===== src/rtl/mms_frame_if.sv =====
// Handshake bundle between a frame producer/consumer and the max/min sequencer.
// Carries frame control, the input beat stream and the result stream.
// master drives requests and beats; slave (the sequencer) drives ready/result.
interface mms_frame_if #(
  parameter int LEN_W = 8
);
  logic             start;
  logic             select;
  logic [LEN_W-1:0] frame_len;
  logic             in_valid;
  logic [7:0]       in_data;
  logic             in_ready;
  logic             out_valid;
  logic             out_ready;
  logic [7:0]       result;
  logic             busy;

  modport master (
    output start, select, frame_len, in_valid, in_data, out_ready,
    input  in_ready, out_valid, result, busy
  );

  modport slave (
    input  start, select, frame_len, in_valid, in_data, out_ready,
    output in_ready, out_valid, result, busy
  );
endinterface


===== src/rtl/mms_frame_ctrl.sv =====
// Frame max/min sequencer: folds up to 3 buffered beats plus the accumulator through one 4-input compare.
// Latency: N + ceil(N/3) cycles from first accepted beat to out_valid with in_valid held high.
// Backpressure: in_ready only in LOAD; result and out_valid held in DONE until out_ready.
module mms_frame_ctrl #(
  parameter int LEN_W = 8
) (
  input  logic       clk,
  input  logic       reset,
  mms_frame_if.slave bus
);

  typedef enum logic [1:0] {
    IDLE = 2'd0,
    LOAD = 2'd1,
    CMP  = 2'd2,
    DONE = 2'd3
  } state_t;

  state_t           state_q, state_d;
  logic             sel_q;
  logic [LEN_W-1:0] rem_q;
  logic [1:0]       lane_q;
  logic [7:0]       buf_q [0:2];
  logic [7:0]       acc_q;
  logic [7:0]       result_q;
  logic [7:0]       lanes [0:3];
  logic [7:0]       cmp_res;
  logic             in_ready;
  logic             out_valid;
  logic             start_ok;
  logic             beat;

  // Two-input pick shared by both compare stages: sel=0 keeps the larger, sel=1 the smaller.
  function automatic logic [7:0] pick2(input logic [7:0] a, input logic [7:0] b, input logic sel);
    if (sel) pick2 = (a < b) ? a : b;
    else     pick2 = (a > b) ? a : b;
  endfunction

  assign start_ok = bus.start && (bus.frame_len != '0);
  assign beat     = bus.in_valid && in_ready;

  // Build the compare lanes: filled buffers first, unfilled lanes and lane 3 carry the accumulator.
  always_comb begin
    for (int i = 0; i < 3; i++) begin
      lanes[i] = (2'(i) < lane_q) ? buf_q[i] : acc_q;
    end
    lanes[3] = acc_q;
    cmp_res  = pick2(pick2(lanes[0], lanes[1], sel_q), pick2(lanes[2], lanes[3], sel_q), sel_q);
  end

  // State register.
  always_ff @(posedge clk) begin
    if (reset) state_q <= IDLE;
    else       state_q <= state_d;
  end

  // Next-state and handshake outputs.
  always_comb begin
    state_d   = state_q;
    in_ready  = 1'b0;
    out_valid = 1'b0;
    case (state_q)
      IDLE: if (start_ok) state_d = LOAD;
      LOAD: begin
        in_ready = 1'b1;
        if (bus.in_valid && (lane_q == 2'd2 || rem_q == LEN_W'(1))) state_d = CMP;
      end
      CMP:  state_d = (rem_q == '0) ? DONE : LOAD;
      DONE: begin
        out_valid = 1'b1;
        if (bus.out_ready) state_d = IDLE;
      end
      default: state_d = IDLE;
    endcase
  end

  // Frame datapath: latch controls on start, buffer beats, fold them into the accumulator.
  always_ff @(posedge clk) begin
    if (reset) begin
      sel_q    <= 1'b0;
      rem_q    <= '0;
      lane_q   <= 2'd0;
      acc_q    <= 8'h00;
      result_q <= 8'h00;
      for (int i = 0; i < 3; i++) buf_q[i] <= 8'h00;
    end else begin
      case (state_q)
        IDLE: if (start_ok) begin
          sel_q  <= bus.select;
          rem_q  <= bus.frame_len;
          lane_q <= 2'd0;
          acc_q  <= bus.select ? 8'hFF : 8'h00;
        end
        LOAD: if (beat) begin
          for (int i = 0; i < 3; i++) begin
            if (lane_q == 2'(i)) buf_q[i] <= bus.in_data;
          end
          lane_q <= lane_q + 2'd1;
          rem_q  <= rem_q - LEN_W'(1);
        end
        CMP: begin
          acc_q  <= cmp_res;
          lane_q <= 2'd0;
          if (rem_q == '0) result_q <= cmp_res;
        end
        default: ;
      endcase
    end
  end

  assign bus.in_ready  = in_ready;
  assign bus.out_valid = out_valid;
  assign bus.result    = result_q;
  assign bus.busy      = (state_q != IDLE);

endmodule


===== src/flat_wrapper.sv =====
// flat-port wrapper written by rule: the top's interface ports become plain ports
module mms_frame_ctrl_flat 
#(
  parameter int LEN_W = 8
)
  (clk, reset, bus_start, bus_select, bus_frame_len, bus_in_valid, bus_in_data, bus_out_ready, bus_in_ready, bus_out_valid, bus_result, bus_busy);
  mms_frame_if #(.LEN_W(LEN_W)) bus_i ();
  input  logic clk;
  input  logic reset;
  input wire logic [$bits(bus_i.start)-1:0] bus_start;
  input wire logic [$bits(bus_i.select)-1:0] bus_select;
  input wire logic [$bits(bus_i.frame_len)-1:0] bus_frame_len;
  input wire logic [$bits(bus_i.in_valid)-1:0] bus_in_valid;
  input wire logic [$bits(bus_i.in_data)-1:0] bus_in_data;
  input wire logic [$bits(bus_i.out_ready)-1:0] bus_out_ready;
  output wire logic [$bits(bus_i.in_ready)-1:0] bus_in_ready;
  output wire logic [$bits(bus_i.out_valid)-1:0] bus_out_valid;
  output wire logic [$bits(bus_i.result)-1:0] bus_result;
  output wire logic [$bits(bus_i.busy)-1:0] bus_busy;
  assign bus_i.start = bus_start;
  assign bus_i.select = bus_select;
  assign bus_i.frame_len = bus_frame_len;
  assign bus_i.in_valid = bus_in_valid;
  assign bus_i.in_data = bus_in_data;
  assign bus_i.out_ready = bus_out_ready;
  assign bus_in_ready = bus_i.in_ready;
  assign bus_out_valid = bus_i.out_valid;
  assign bus_result = bus_i.result;
  assign bus_busy = bus_i.busy;
  mms_frame_ctrl #(.LEN_W(LEN_W)) u_core (.clk(clk), .reset(reset), .bus(bus_i));
endmodule

===== config.mk =====
export PLATFORM = sky130hd
export DESIGN_NAME = mms_frame_ctrl_flat
export DESIGN_NICKNAME = d
export VERILOG_FILES = /design/src/rtl/mms_frame_if.sv /design/src/rtl/mms_frame_ctrl.sv /design/src/flat_wrapper.sv
export SDC_FILE = /design/constraint.sdc
export NUM_CORES = 1
export LEC_CHECK = 0
export CORE_UTILIZATION = 55
export DETAILED_ROUTE_END_ITERATION = 10
export GPL_TIMING_DRIVEN = 0
export PLACE_DENSITY_LB_ADDON = 0.2
export SLEW_MARGIN = 20
export SYNTH_ARGS = -nofsm -noshare
export SYNTH_HDL_FRONTEND = slang
export SYNTH_SLANG_ARGS = --single-unit

===== constraint.sdc =====
create_clock -name clk -period 6.07 [get_ports clk]
set_input_delay 0.607 -clock clk [delete_from_list [all_inputs] [get_ports clk]]
set_output_delay 0.607 -clock clk [all_outputs]
set_load 0.01 [all_outputs]

# After elaboration in Yosys (flattened, before gate mapping)
# Memories as Yosys holds them, arrays and structs flattened.
# Cells that the tools add are included.
# totals
register_bits	29
mem_bits_rw	24
in_bits	22
out_inout_bits	11
memories	1
# mem_list
memory	depth	width	rd	rd_ports_with_merged_regs	wr	line	source
u_core.buf_q	3	8	3	0	3	mms_frame_ctrl.sv:23	logic [7:0] buf_q [0:2];
# classes
addsub	2
order_cmp	9
n_eq_ne	10
muxes	48
bitwise_logic	3
n_reduce_logical	18
# op_table
op	count
2-to-1 mux 8 bit	19
case mux 8 bit (2 select lines)	2
greater-than comparator 8 bit	3
< comparator 8 bit	3
2-to-1 mux 1 bit	19
2-to-1 mux 2 bit	6
AND reduction 3 bit	3
equality test 8 x 1 -> 1 bit (second input constant)	1
logical NOT 8 bit	1
case mux 2 bit (4 select lines)	1
nonzero test 8 bit	1
subtractor 8 x 1 -> 8 bit (second input constant)	1
equality test 2 bit (second input constant)	3
!= test 2 x 1 -> 1 bit (second input constant)	3
case mux 2 bit (3 select lines)	1
AND reduction 2 bit	3
nonzero test 2 bit	3
equality test 2 x 1 -> 1 bit (second input constant)	2
logical NOT 2 bit	2
< comparator 1 x 2 -> 1 bit (first input constant)	2
logical AND 1 bit	3
bitwise OR 1 bit	3
nonzero test 3 bit	1
adder 2 x 1 -> 2 bit (second input constant)	1
3 further kinds	3

# Depth between registers and ports, before layout
# logic_depth
depth_word	9
ltp_mapped	23
ltp_nobuf	20

# Least setup slack after synthesis
# Ideal clock, no wire load.
# synth_path
kind	register to register
startpoint	reg u_core.lane_q[1]
endpoint	reg u_core.result_q[0] (netlist: u_core.bus.result[0])
setup_time_ns	0.103
t_arrival_ns	4.391
t_required_ns	5.967
setup_slack_ns	1.576
stages_incl_launch_ff	22
period_less_slack_ns	4.494
cell_sequence	dfxtp_1 -> buf_2 -> inv_1 -> ha_1 -> buf_2 -> mux2i_1 -> inv_1 -> ha_1 -> nand4_1 -> or3b_1 -> a21oi_1 -> a311o_1 -> buf_6 -> mux2i_2 -> ha_1 -> nor2b_1 -> o211ai_1 -> a21oi_1 -> nor3b_1 -> or2_2 -> and2b_1 -> a2111oi_2
# synth_via
elab_chain_cells	8
word_cells_on_any_way	21
classes_between	order compare (9); mux (12)
# synth_lines
element	line	source
from (decl)	mms_frame_ctrl.sv:22	logic [1:0] lane_q;
from (signal assigned)	mms_frame_ctrl.sv:98	lane_q <= lane_q + 2'd1;
< comparator 1 x 2 -> 1 bit / < comparator 2 bit (equally long branches)	mms_frame_ctrl.sv:45	lanes[i] = (2'(i) < lane_q) ? buf_q[i] : acc_q;
2-to-1 mux 8 bit	mms_frame_ctrl.sv:45	
greater-than comparator 8 bit / < comparator 8 bit (equally long branches)	mms_frame_ctrl.sv:36, mms_frame_ctrl.sv:35	
2-to-1 mux 8 bit, on equally long branches	mms_frame_ctrl.sv:36, mms_frame_ctrl.sv:35	
2-to-1 mux 8 bit	mms_frame_ctrl.sv:35	if (sel) pick2 = (a < b) ? a : b;
greater-than comparator 8 bit / < comparator 8 bit (equally long branches)	mms_frame_ctrl.sv:36, mms_frame_ctrl.sv:35	
2-to-1 mux 8 bit, on equally long branches	mms_frame_ctrl.sv:36, mms_frame_ctrl.sv:35	
2-to-1 mux 8 bit (*)	mms_frame_ctrl.sv:35	
to (signal assigned)	mms_frame_ctrl.sv:104	if (rem_q == '0) result_q <= cmp_res;
to (decl)	mms_frame_ctrl.sv:25	logic [7:0] result_q;
# Every way passes the cells marked *; elsewhere a longest branch is shown, timed or not.
# A chain may end at the register's enable or synchronous reset.

# Worst setup path after layout
# layout_path
startpoint	reg u_core.lane_q[1]
endpoint	reg u_core.acc_q[2]
# layout_via
elab_chain_cells	9
word_cells_on_any_way	22
classes_between	order compare (9); mux (13)
# layout_lines
element	line	source
< comparator 1 x 2 -> 1 bit / < comparator 2 bit (equally long branches)	mms_frame_ctrl.sv:45	
2-to-1 mux 8 bit	mms_frame_ctrl.sv:45	
greater-than comparator 8 bit / < comparator 8 bit (equally long branches)	mms_frame_ctrl.sv:36, mms_frame_ctrl.sv:35	
2-to-1 mux 8 bit, on equally long branches	mms_frame_ctrl.sv:36, mms_frame_ctrl.sv:35	
2-to-1 mux 8 bit	mms_frame_ctrl.sv:35	
greater-than comparator 8 bit / < comparator 8 bit (equally long branches)	mms_frame_ctrl.sv:36, mms_frame_ctrl.sv:35	
2-to-1 mux 8 bit, on equally long branches	mms_frame_ctrl.sv:36, mms_frame_ctrl.sv:35	
2-to-1 mux 8 bit (*)	mms_frame_ctrl.sv:35	
case mux 8 bit (2 select lines) (*)	mms_frame_ctrl.sv:87	case (state_q)
to (signal assigned)	mms_frame_ctrl.sv:92	acc_q <= bus.select ? 8'hFF : 8'h00;
to (signal assigned)	mms_frame_ctrl.sv:102	acc_q <= cmp_res;
to (decl)	mms_frame_ctrl.sv:24	logic [7:0] acc_q;
# Marks and branches as above.

==> metrics.yaml <==
die-area_sq_um: 6774
clk_pin_slew_worst_paths_ns: 0.10
cts_root_buf: "clkbuf_8"
grt_overflow: 0
synthDistinctLibCells: 50
synth.most_common_cell: "a21oi_1"
finalCritPeriodShare_pct: 84.68
fmax_ghz: 0.1945
cts_htree_levels: 2
grt_pass1_vias: 2794
fin_crit_ns: 5.140
gp_congestion: 0.9448
wire_per_inst_um: 16.52
setup_tns_ns: 0
worstMarginPinSlew_ns: 0.8994
ant_nets: 0
vias: 3069
cp_max_fo: 10
rows: 28
syn_area_sq_um: 3547
p_seq_share_pct: 27.8
wl_um: 8324
synth.top_cell.area_share_pct: 20.32
vdd_drop_max_uv: 238.6
core_area_sq_um: 6061
synth_area_leaders: "edfxtp_1 20%, dfxtp_1 16%, ha_1 11%"
min_path_type: "reg2reg"
power.leakage_uw: 0.001616
nets: 480
port_buffers: 32
crit_arrival_ns: 5.35
maxCapViolCount: 0
diodes: 0
fin_skew_ns: 0.007943
pwr-share-comb_pct: 59.2
routed_via_density: 6.089
hold_buffers: 0
rsz0062_at_grt: "false"
synth.avg_cell_area_sq_um: 9.119
p_total_uw: 1597
setup_violations: 0
antenna_found_initial: 0
hpwlAfterDp_um: 6345
crit_type: "reg2reg"
cp.required_ns: 6.28
end_kind: "register"
finalHoldViolCount: 0
cts_made_buffers: 5
slew_headroom_pct: 39.58
synth_ff_type: "dfxtp_1"
num_io_pins: 33
clock_latency_ns: 0.32
drv_slew: 0
ys_seq_area_share_pct: 36.68
placed_area_sq_um: 3961
synthTopCellsByCount: "38 x a21oi_1, 34 x nor2_1, 30 x ha_1"
cts_sinks: 53
die_w_um: 82.31
cts_setup_buffers: 0
grt_max_degree: 18
drtIter0Drc: 308
grt_usage_pct: 26.85
start_kind: "register"
drive_gt1_share_pct: 10.02
synth_edf_count: 24
synth_top_cell_by_area: "edfxtp_1"
synthToLayoutAreaGrowth_pct: 14.22
p_sw_share_pct: 43.90
cts_buffer_depth: 2
fill_cells: 530
start_util_pct: 58.53
status: "finished clean"
grt_first_pass_wirelength_um: 13500
final_area_sq_um: 4051
die_height_um: 82.31
synth_fp_nets: 441
first_pass_iters: 5
switchingPower_uw: 701.0
power_density_nw_per_um2: 394.1
p_clk_share_pct: 13.0
yosysWarnings: 0
synth_cells: 389
drc: 0
synth-async-reset-ratio_pct: 0
cts-resized-gates: 0
internal_power_uw: 895.7
cts_tree: "yes"
synth.ff_latch_count: 53
-- kinds of logic (layout without fill, tap and decap cells) --
logic type | Yosys count | count (layout) | share of synthesized area, %
muxes | 25 | 25 | 7.795
adders and majority gates | 30 | 30 | 10.58
and+or+nand+nor | 127 | 127 | 17.95
AOI/OAI and AO/OA | 113 | 113 | 21.94
buffers and inverters | 41 | 81 | 5.044
DFF | 53 | 53 | 36.68
-- flip-flops by register name (all words and copies together) (netlist names) --
| name | count |
|---|---|
| u_core.acc_q | 8 |
| u_core.buf_q | 24 |
| u_core.bus.result | 8 |
| u_core.lane_q | 2 |
| u_core.rem_q | 8 |
| u_core.sel_q | 1 |
| u_core.state_q | 2 |
-- worst max-delay path, stage by stage, from the launching register on --
cell and delay, ns:
dfxtp_1 0.36, buf_2 0.31, inv_1 0.13, ha_1 0.20
buf_2 0.22, mux2i_1 0.26, inv_1 0.07, ha_1 0.32
nand4_1 0.15, or3b_1 0.37, a21oi_1 0.12, a311o_1 0.15
buf_6 0.18, mux2i_2 0.35, ha_1 0.30, nor2b_1 0.13
o211ai_1 0.15, a21oi_1 0.11, o21a_1 0.20, or2_2 0.30
and3_1 0.19, clkbuf_1 0.20, a32o_1 0.25
-- area by class of cell --
class	instances	area (sq um)	share of cell area, %
timing repair buffer	32	320.3	7.906
buffer	16	85.08	2.100
clock buffer	5	68.82	1.699
clock inverter	3	21.27	0.5250
sequential	53	1301	32.12
tap	75	93.84	2.316
multi-input combinational	295	2067	51.02
inverter	25	93.84	2.316
-- final timing paths --
kind | from | end | slack, ns | depth (start not counted)
hold reg to reg | u_core.rem_q[7]$_SDFFE_PP0P_ | u_core.rem_q[7]$_SDFFE_PP0P_ | 0.52 | 2
setup reg to reg | u_core.lane_q[1]$_SDFFE_PP0P_ | u_core.acc_q[2]$_SDFFE_PP0P_ | 0.93 | 22
hold / removal | u_core.rem_q[7]$_SDFFE_PP0P_ | u_core.rem_q[7]$_SDFFE_PP0P_ | 0.52 | 2
setup / recovery | u_core.lane_q[1]$_SDFFE_PP0P_ | u_core.acc_q[2]$_SDFFE_PP0P_ | 0.93 | 22
-- metrics by stage --
stage               util, %  setup slack [ns]  cells  hold slack [ns]
finish                66.85            0.9298    504           0.5183
global route          66.85            0.4974    504           0.5724
CTS                   66.85            0.9263    504           0.5219
detailed placement    65.36            0.9616    496           0.4967
global placement      65.36             1.069    496           0.4847
floorplan                 -             1.576    389           0.4668
-- layer usage --
metal,wire [um],GRT usage (%)
met5,0,0
met3,564,4.066
met1,3833,38.25
met4,100,6.491
met2,3825,42.56
-- power by group through the flow --
stage | Sequential (uW) | Clock [uW] | Combinational (uW)
finish | 444 | 208 | 944
global placement | 448 | 0 | 888
CTS | 442 | 210 | 928
global route | 449 | 229 | 1050
floorplan | 441 | 0 | 723
detailed placement | 450 | 0 | 920
-- placed cells by master, fill, tap and decap left out, types with 4 or more instances in the layout --
cell             netlist  final
buf_2                  5      5
or2_2                  7      7
nor3_1                15     15
nand2_1               26     26
and2_1                12     12
clkbuf_8               0      5
dfxtp_1               29     29
mux2i_1               18     18
clkbuf_1               8      8
nand4_1                5      5
mux2i_2                7      7
ha_1                  30     30
nor4_1                 4      4
a22oi_1                4      4
a21oi_1               38     38
o21ai_1                5      5
a32o_1                 8      8
inv_1                 23     23
clkdlybuf4s50_1        0     32
a21o_1                 5      5
nor2_1                34     34
edfxtp_1              24     24
o21ai_0               23     23
nor2b_1                4      4
a2111oi_2              8      8
o211ai_1               5      5
No activity file was read; power rests on OpenSTA's default activity.
